**src/rtl/led_pwm_driver.sv**
```systemverilog
// Multi-channel LED indicator driver: input synchronisers, activity pulse
// stretching and per-channel PWM dimming sharing one free-running phase counter.
module led_pwm_driver #(
   parameter int NUM_LEDS     = 8,
   parameter int PWM_BITS     = 3,
   parameter int STRETCH_BITS = 20
) (
   input  logic                         clock,
   input  logic                         nres,
   input  logic [NUM_LEDS-1:0]          led_in,
   input  logic [NUM_LEDS*PWM_BITS-1:0] level,
   input  logic [1:0]                   mode,
   output logic [NUM_LEDS-1:0]          led_out,
   output logic [PWM_BITS-1:0]          pwm_phase
);

   localparam logic [PWM_BITS-1:0]     PH_ONE  = {{(PWM_BITS-1){1'b0}}, 1'b1};
   localparam logic [STRETCH_BITS-1:0] CNT_ONE = {{(STRETCH_BITS-1){1'b0}}, 1'b1};

   logic [PWM_BITS-1:0]     phase_q, phase_d;
   logic [NUM_LEDS-1:0]     sync1_q, sync2_q;
   logic [NUM_LEDS-1:0]     led_q, led_d;
   logic [STRETCH_BITS-1:0] cnt_q    [NUM_LEDS];
   logic [STRETCH_BITS-1:0] cnt_d    [NUM_LEDS];
   logic [PWM_BITS-1:0]     shadow_q [NUM_LEDS];
   logic [PWM_BITS-1:0]     shadow_d [NUM_LEDS];
   logic                    wrap;
   logic [NUM_LEDS-1:0]     stretched, active, pwm_on;

   always_comb begin
      phase_d   = phase_q + PH_ONE;
      wrap      = &phase_q;
      stretched = '0;
      active    = '0;
      pwm_on    = '0;
      led_d     = '0;
      for (int i = 0; i < NUM_LEDS; i++) begin
         // Duty is only sampled on the last phase so a period never changes mid-way.
         shadow_d[i] = wrap ? level[i*PWM_BITS +: PWM_BITS] : shadow_q[i];
         if (sync2_q[i])
            cnt_d[i] = '1;
         else if (cnt_q[i] != '0)
            cnt_d[i] = cnt_q[i] - CNT_ONE;
         else
            cnt_d[i] = cnt_q[i];
         stretched[i] = sync2_q[i] | (cnt_q[i] != '0);
         active[i]    = mode[1] ? stretched[i] : sync2_q[i];
         pwm_on[i]    = (phase_q < shadow_q[i]);
         led_d[i]     = active[i] & (mode[0] ? pwm_on[i] : 1'b1);
      end
   end

   always_ff @(posedge clock or negedge nres) begin
      if (!nres) begin
         phase_q  <= '0;
         sync1_q  <= '0;
         sync2_q  <= '0;
         led_q    <= '0;
         cnt_q    <= '{default: '0};
         shadow_q <= '{default: '0};
      end else begin
         phase_q  <= phase_d;
         sync1_q  <= led_in;
         sync2_q  <= sync1_q;
         led_q    <= led_d;
         cnt_q    <= cnt_d;
         shadow_q <= shadow_d;
      end
   end

   assign led_out   = led_q;
   assign pwm_phase = phase_q;

endmodule

```
**config.mk**
```make
export PLATFORM = sky130hd
export DESIGN_NAME = led_pwm_driver
export DESIGN_NICKNAME = d
export VERILOG_FILES = /design/src/rtl/led_pwm_driver.sv
export SDC_FILE = /design/constraint.sdc
export NUM_CORES = 1
export LEC_CHECK = 0
export ABC_AREA = 0
export CORE_ASPECT_RATIO = 0.8
export CORE_MARGIN = 3
export CORE_UTILIZATION = 40
export DETAILED_ROUTE_END_ITERATION = 10
export PLACE_DENSITY = 0.57
export SYNTH_ARGS = -nofsm -noshare
export SYNTH_HDL_FRONTEND = slang
export SYNTH_SLANG_ARGS = --single-unit
```
**constraint.sdc**
```tcl
create_clock -name clock -period 3 [get_ports clock]
set_input_delay 0.3 -clock clock [delete_from_list [all_inputs] [get_ports clock]]
set_output_delay 0.3 -clock clock [all_outputs]
set_load 0.05 [all_outputs]
```
After elaboration in Yosys (flattened, before gate mapping)
Index checks and enable logic that the tools add are counted.
- bits in registers: 211
- input port bits: 36
- add/subtract/negate cells: 9
- magnitude comparators: 8
- multiplexer cells: 32
- bitwise gates (word level): 16
- reduce and logical (&&, ||, !) cells: 17
- operators by type and width (cell ; number):
    $mux W20 ; 16
    $reduce_bool A20 Y1 ; 8
    $sub A20 B1 Y20 const B ; 8
    $lt A3 B3 Y1 ; 8
    $mux W1 ; 16
    $reduce_bool A2 Y1 ; 8
    $and A1 B1 Y1 ; 8
    $or A1 B1 Y1 ; 8
    $add A3 B1 Y3 const B ; 1
    $reduce_and A3 Y1 ; 1

Depth between registers and ports, before layout
- depth in word-level cells: 4
- depth in mapped cells: 8
- mapped depth without buffers: 6

Worst setup path before layout
Ideal clock, no wire load.
- path type: register -> register
- from: reg cnt_q[20] (netlist name)
- to: reg cnt_q[32] (netlist name)
- setup time: 0.131 ns
- arrival: 2.076 ns
- setup slack: 0.793 ns
- stages on the path, launching flop included: 7
- buffers on the path: 0
- clock period less this slack: 2.207 ns
- path through: dfrtp_1 > inv_1 > ha_1 > or3b_2 > or3_4 > o41a_2 > or3_1
- cells in the longest elaborated chain, start to end: 3
- ends and longest elaborated chain (element ; line ; source):
    start: declaration ; 23 ; logic [STRETCH_BITS-1:0] cnt_q [NUM_LEDS];
    start signal: assignment ; 66 ; cnt_q <= cnt_d;
    $sub A20 B1 Y20 ; 43 ; cnt_d[i] = cnt_q[i] - CNT_ONE;
    $mux W20 ; 42 ; else if (cnt_q[i] != '0)
    $mux W20 ; 40 ; if (sync2_q[i])
Parallel ways exist; a longest one is shown, timed or not. The select of a mux whose other input is x is not followed.
A chain may end at the register's enable or synchronous reset.

Final worst setup path
Ends and elaborated chain as after synthesis.

==> flow_summary.yaml <==
worst_setup_path:
  worstPathMaxFanout: 11
  worstSetupEndpointType: "register"
  crit_type: "reg2reg"
  cp-start-kind: "register"
  r2r-end: "cnt_q[32]"
  r2r_cells: 6
  r2r-start: "cnt_q[20]"
  crit_required_ns: 3.38
  rrSetupSlack_ns: 0.62
  arrival_ns: 2.77
drt:
  drt-vias-per-instance: 5.52
  routedWlPerCell_um: 15.2
  drtAntennaViolNets: 0
  vias: 8622
  drt_first_iter_violations: 515
  routed_wirelength_um: 23800
  drc: 0
  firstDrtPassIters: 5
worst_hold_path:
  min_from: "led_in[6]"
  whs_endpoint: "sync1_q[6]"
  hold_depth: 1
  hp-class: "in2reg"
place:
  globalplace.congestion: 0.807
  port_buffers: 46
  placed_cells: 1520
  placed_cell_area_um2: 12100
  hpwl_um: 16100
synth:
  ys_top_cells_by_area: "dfrtp_1 47%, mux2i_1 5.1%, ha_1 3.8%"
  synth_nets: 1206
  synth_edf_count: 0
  synth.distinct_cells: 62
  synth_flop_cell: "dfrtp_1"
  yosysSeqAreaShare: 0.474
  syn-cell-area_um2: 11100
  yosys_warnings: 0
  synth_seq_cells: 211
  synth_top_cell_by_area: "dfrtp_1"
  avgSynthCellArea_um2: 9.81
  yosysTopAreaCellShare: 0.474
  async_flop_share: 1.00
  syn_inst: 1136
global_route:
  grt_pass1_wl_um: 41300
  globalRouteOverflowTotal: 0
  grt_use_total: 0.164
  grt_max_degree: 79
  grt_antenna_before_repair: 0
  grt_pass1_vias: 8239
sta:
  finClkSkew_ns: 0.00875
  fin_crit_ns: 2.38
  hold_viol: 0
  setup_viol: 0
  fin_tns_setup_ns: 0
  fmax_ghz: 0.419
  maxSlewHeadroom: 0.443
  rsz0062_at_grt: "no"
  drv_slew: 0
  finalCritPeriodShare: 0.795
  tightest_slew_ns: 0.836
final_layout:
  diodes: 0
  layout-drive-gt1-share: 0.0701
  fin_cells: 1563
  fin_nets: 1253
  area_growth_pct: 14.9
  fin_area_um2: 12800
die:
  io_pins: 47
  die_area_um2: 29900
  start_util: 0.407
  die_x_um: 193
  rows: 54
  die_height_um: 155
  core_um2: 27400
power_and_ir_drop:
  irDropWorstVdd_uv: 388
  totalPowerFinal_uw: 6090
  power_density_nw_per_um2: 475
  p_leak_uw: 0.00427
clock_tree:
  cts.sink_count: 211
  insertion_delay_ns: 0.51
  cts_buffers: 24
  cts_max_level: 1
  clock_path_buffers: 3
  path_clk_slew_ns: 0.06
  cts_tree: "built"
  hold_buffers: 1
  cts_setup_buffers: 0
  cts-root-buf: "clkbuf_16"
  cts_resized: 0
flow_run:
  cap_violations: 0
status:
  status: "finished, final reports clean"
-- report_power, final --
part	switching [uW]	leakage (uW)	internal (uW)	total, uW
Sequential	71.0	0.00202	2910	2980
Combinational	194	0.00188	136	329
Clock	1140	0.000369	1640	2780
Total	1400	0.00427	4690	6090
-- per-layer routing --
metal / global-route usage / share of wire
met1: 0.251 / 0.52
met2: 0.246 / 0.43
met3: 0.0255 / 0.036
met4: 0.0319 / 0.017
met5: 0 / 0
-- layout by cell type, fill, tap and decap left out, types with 4 or more instances in the layout --
master	instances
clkinv_1	4
mux2_2	8
clkbuf_8	5
nor4b_1	4
clkdlybuf4s50_1	45
clkbuf_16	25
o211ai_1	10
dfrtp_1	211
nor3_1	33
a211o_1	9
ha_1	33
inv_1	46
mux2i_1	57
nor2b_1	60
or4_1	41
clkbuf_1	8
or3_1	42
a211oi_1	12
a21o_1	18
nor4_1	38
nand2b_1	20
and3_1	7
a2111oi_0	9
buf_4	16
nand2_1	39
nand3_1	74
nor2_1	87
a21oi_1	39
clkinv_2	4
a21boi_0	12
o31ai_1	38
a22oi_1	6
nand4b_1	7
or2_2	4
o21ai_0	70
nand4_1	9
-- critical path, stage by stage, from the launching register on --
cell and delay [ns]:
dfrtp_1 0.38, inv_1 0.12, ha_1 0.17, or3b_2 0.50, or3_4 0.41, o41a_2 0.37, or3_1 0.31
-- final cells by class --
class | count | area (um^2)
Multi-Input combinational cell | 831 | 5500
Inverter | 50 | 188
Clock inverter | 4 | 20.0
Timing Repair Buffer | 65 | 636
Sequential cell | 211 | 5280
Tap cell | 364 | 455
Clock buffer | 38 | 724
Fill cell | 2532 | 14600
-- worst max-delay path by stage --
stage | slack, ns | cells after the start | from | endpoint
3_5_place_dp | 0.61 | 6 | cnt_q[20] | cnt_q[36]
6_report | 0.62 | 6 | cnt_q[20] | cnt_q[32]
2_1_floorplan | 0.79 | 6 | cnt_q[20] | cnt_q[32]
3_3_place_gp | 0.67 | 6 | cnt_q[20] | cnt_q[32]
5_1_grt | 0.42 | 4 | cnt_q[68] | cnt_q[75]
4_1_cts | 0.56 | 2 | pwm_phase[1] | pwm_phase[1]
-- metrics by stage --
stage	hold WS (ns)	utilization	setup slack, ns
global placement	0.331	0.440	0.675
global route	0.208	0.468	0.418
floorplan	0.00441	-	0.793
detailed placement	0.337	0.440	0.614
finish	0.230	0.468	0.616
CTS	0.202	0.468	0.557
-- Yosys cell counts, types with 3 or more instances --
master       n
dfrtp_1    211
nor2_1      87
nand3_1     74
o21ai_0     70
nor2b_1     60
mux2i_1     57
inv_1       46
or3_1       42
or4_1       41
a21oi_1     39
nand2_1     39
nor4_1      38
o31ai_1     38
ha_1        34
nor3_1      33
clkbuf_1    30
nand2b_1    20
a21o_1      18
a211oi_1    12
a21boi_0    12
buf_2       11
o211ai_1    10
a2111oi_0    9
a211o_1      9
nand4_1      9
mux2_2       8
and3_1       7
nand4b_1     7
a22oi_1      6
clkinv_1     4
nor4b_1      4
or2_2        4
and2_1       3
and4_1       3
nor3b_1      3
o41ai_1      3
or4b_2       3
-- flip-flops by register name, summed over array words and instances (netlist names) --
name	flops
sync2_q	8
sync1_q	8
pwm_phase	3
cnt_q	160
shadow_q	24
led_out	8
-- kinds of logic after synthesis --
logic type | count (synthesis) | share of synthesized area
simple gates | 494 | 0.255
compound gates | 238 | 0.141
flops | 211 | 0.474
buf+inv | 94 | 0.0336
mux | 65 | 0.0593
fa+ha+maj | 34 | 0.0382
Power figures use the tool's default switching activity.
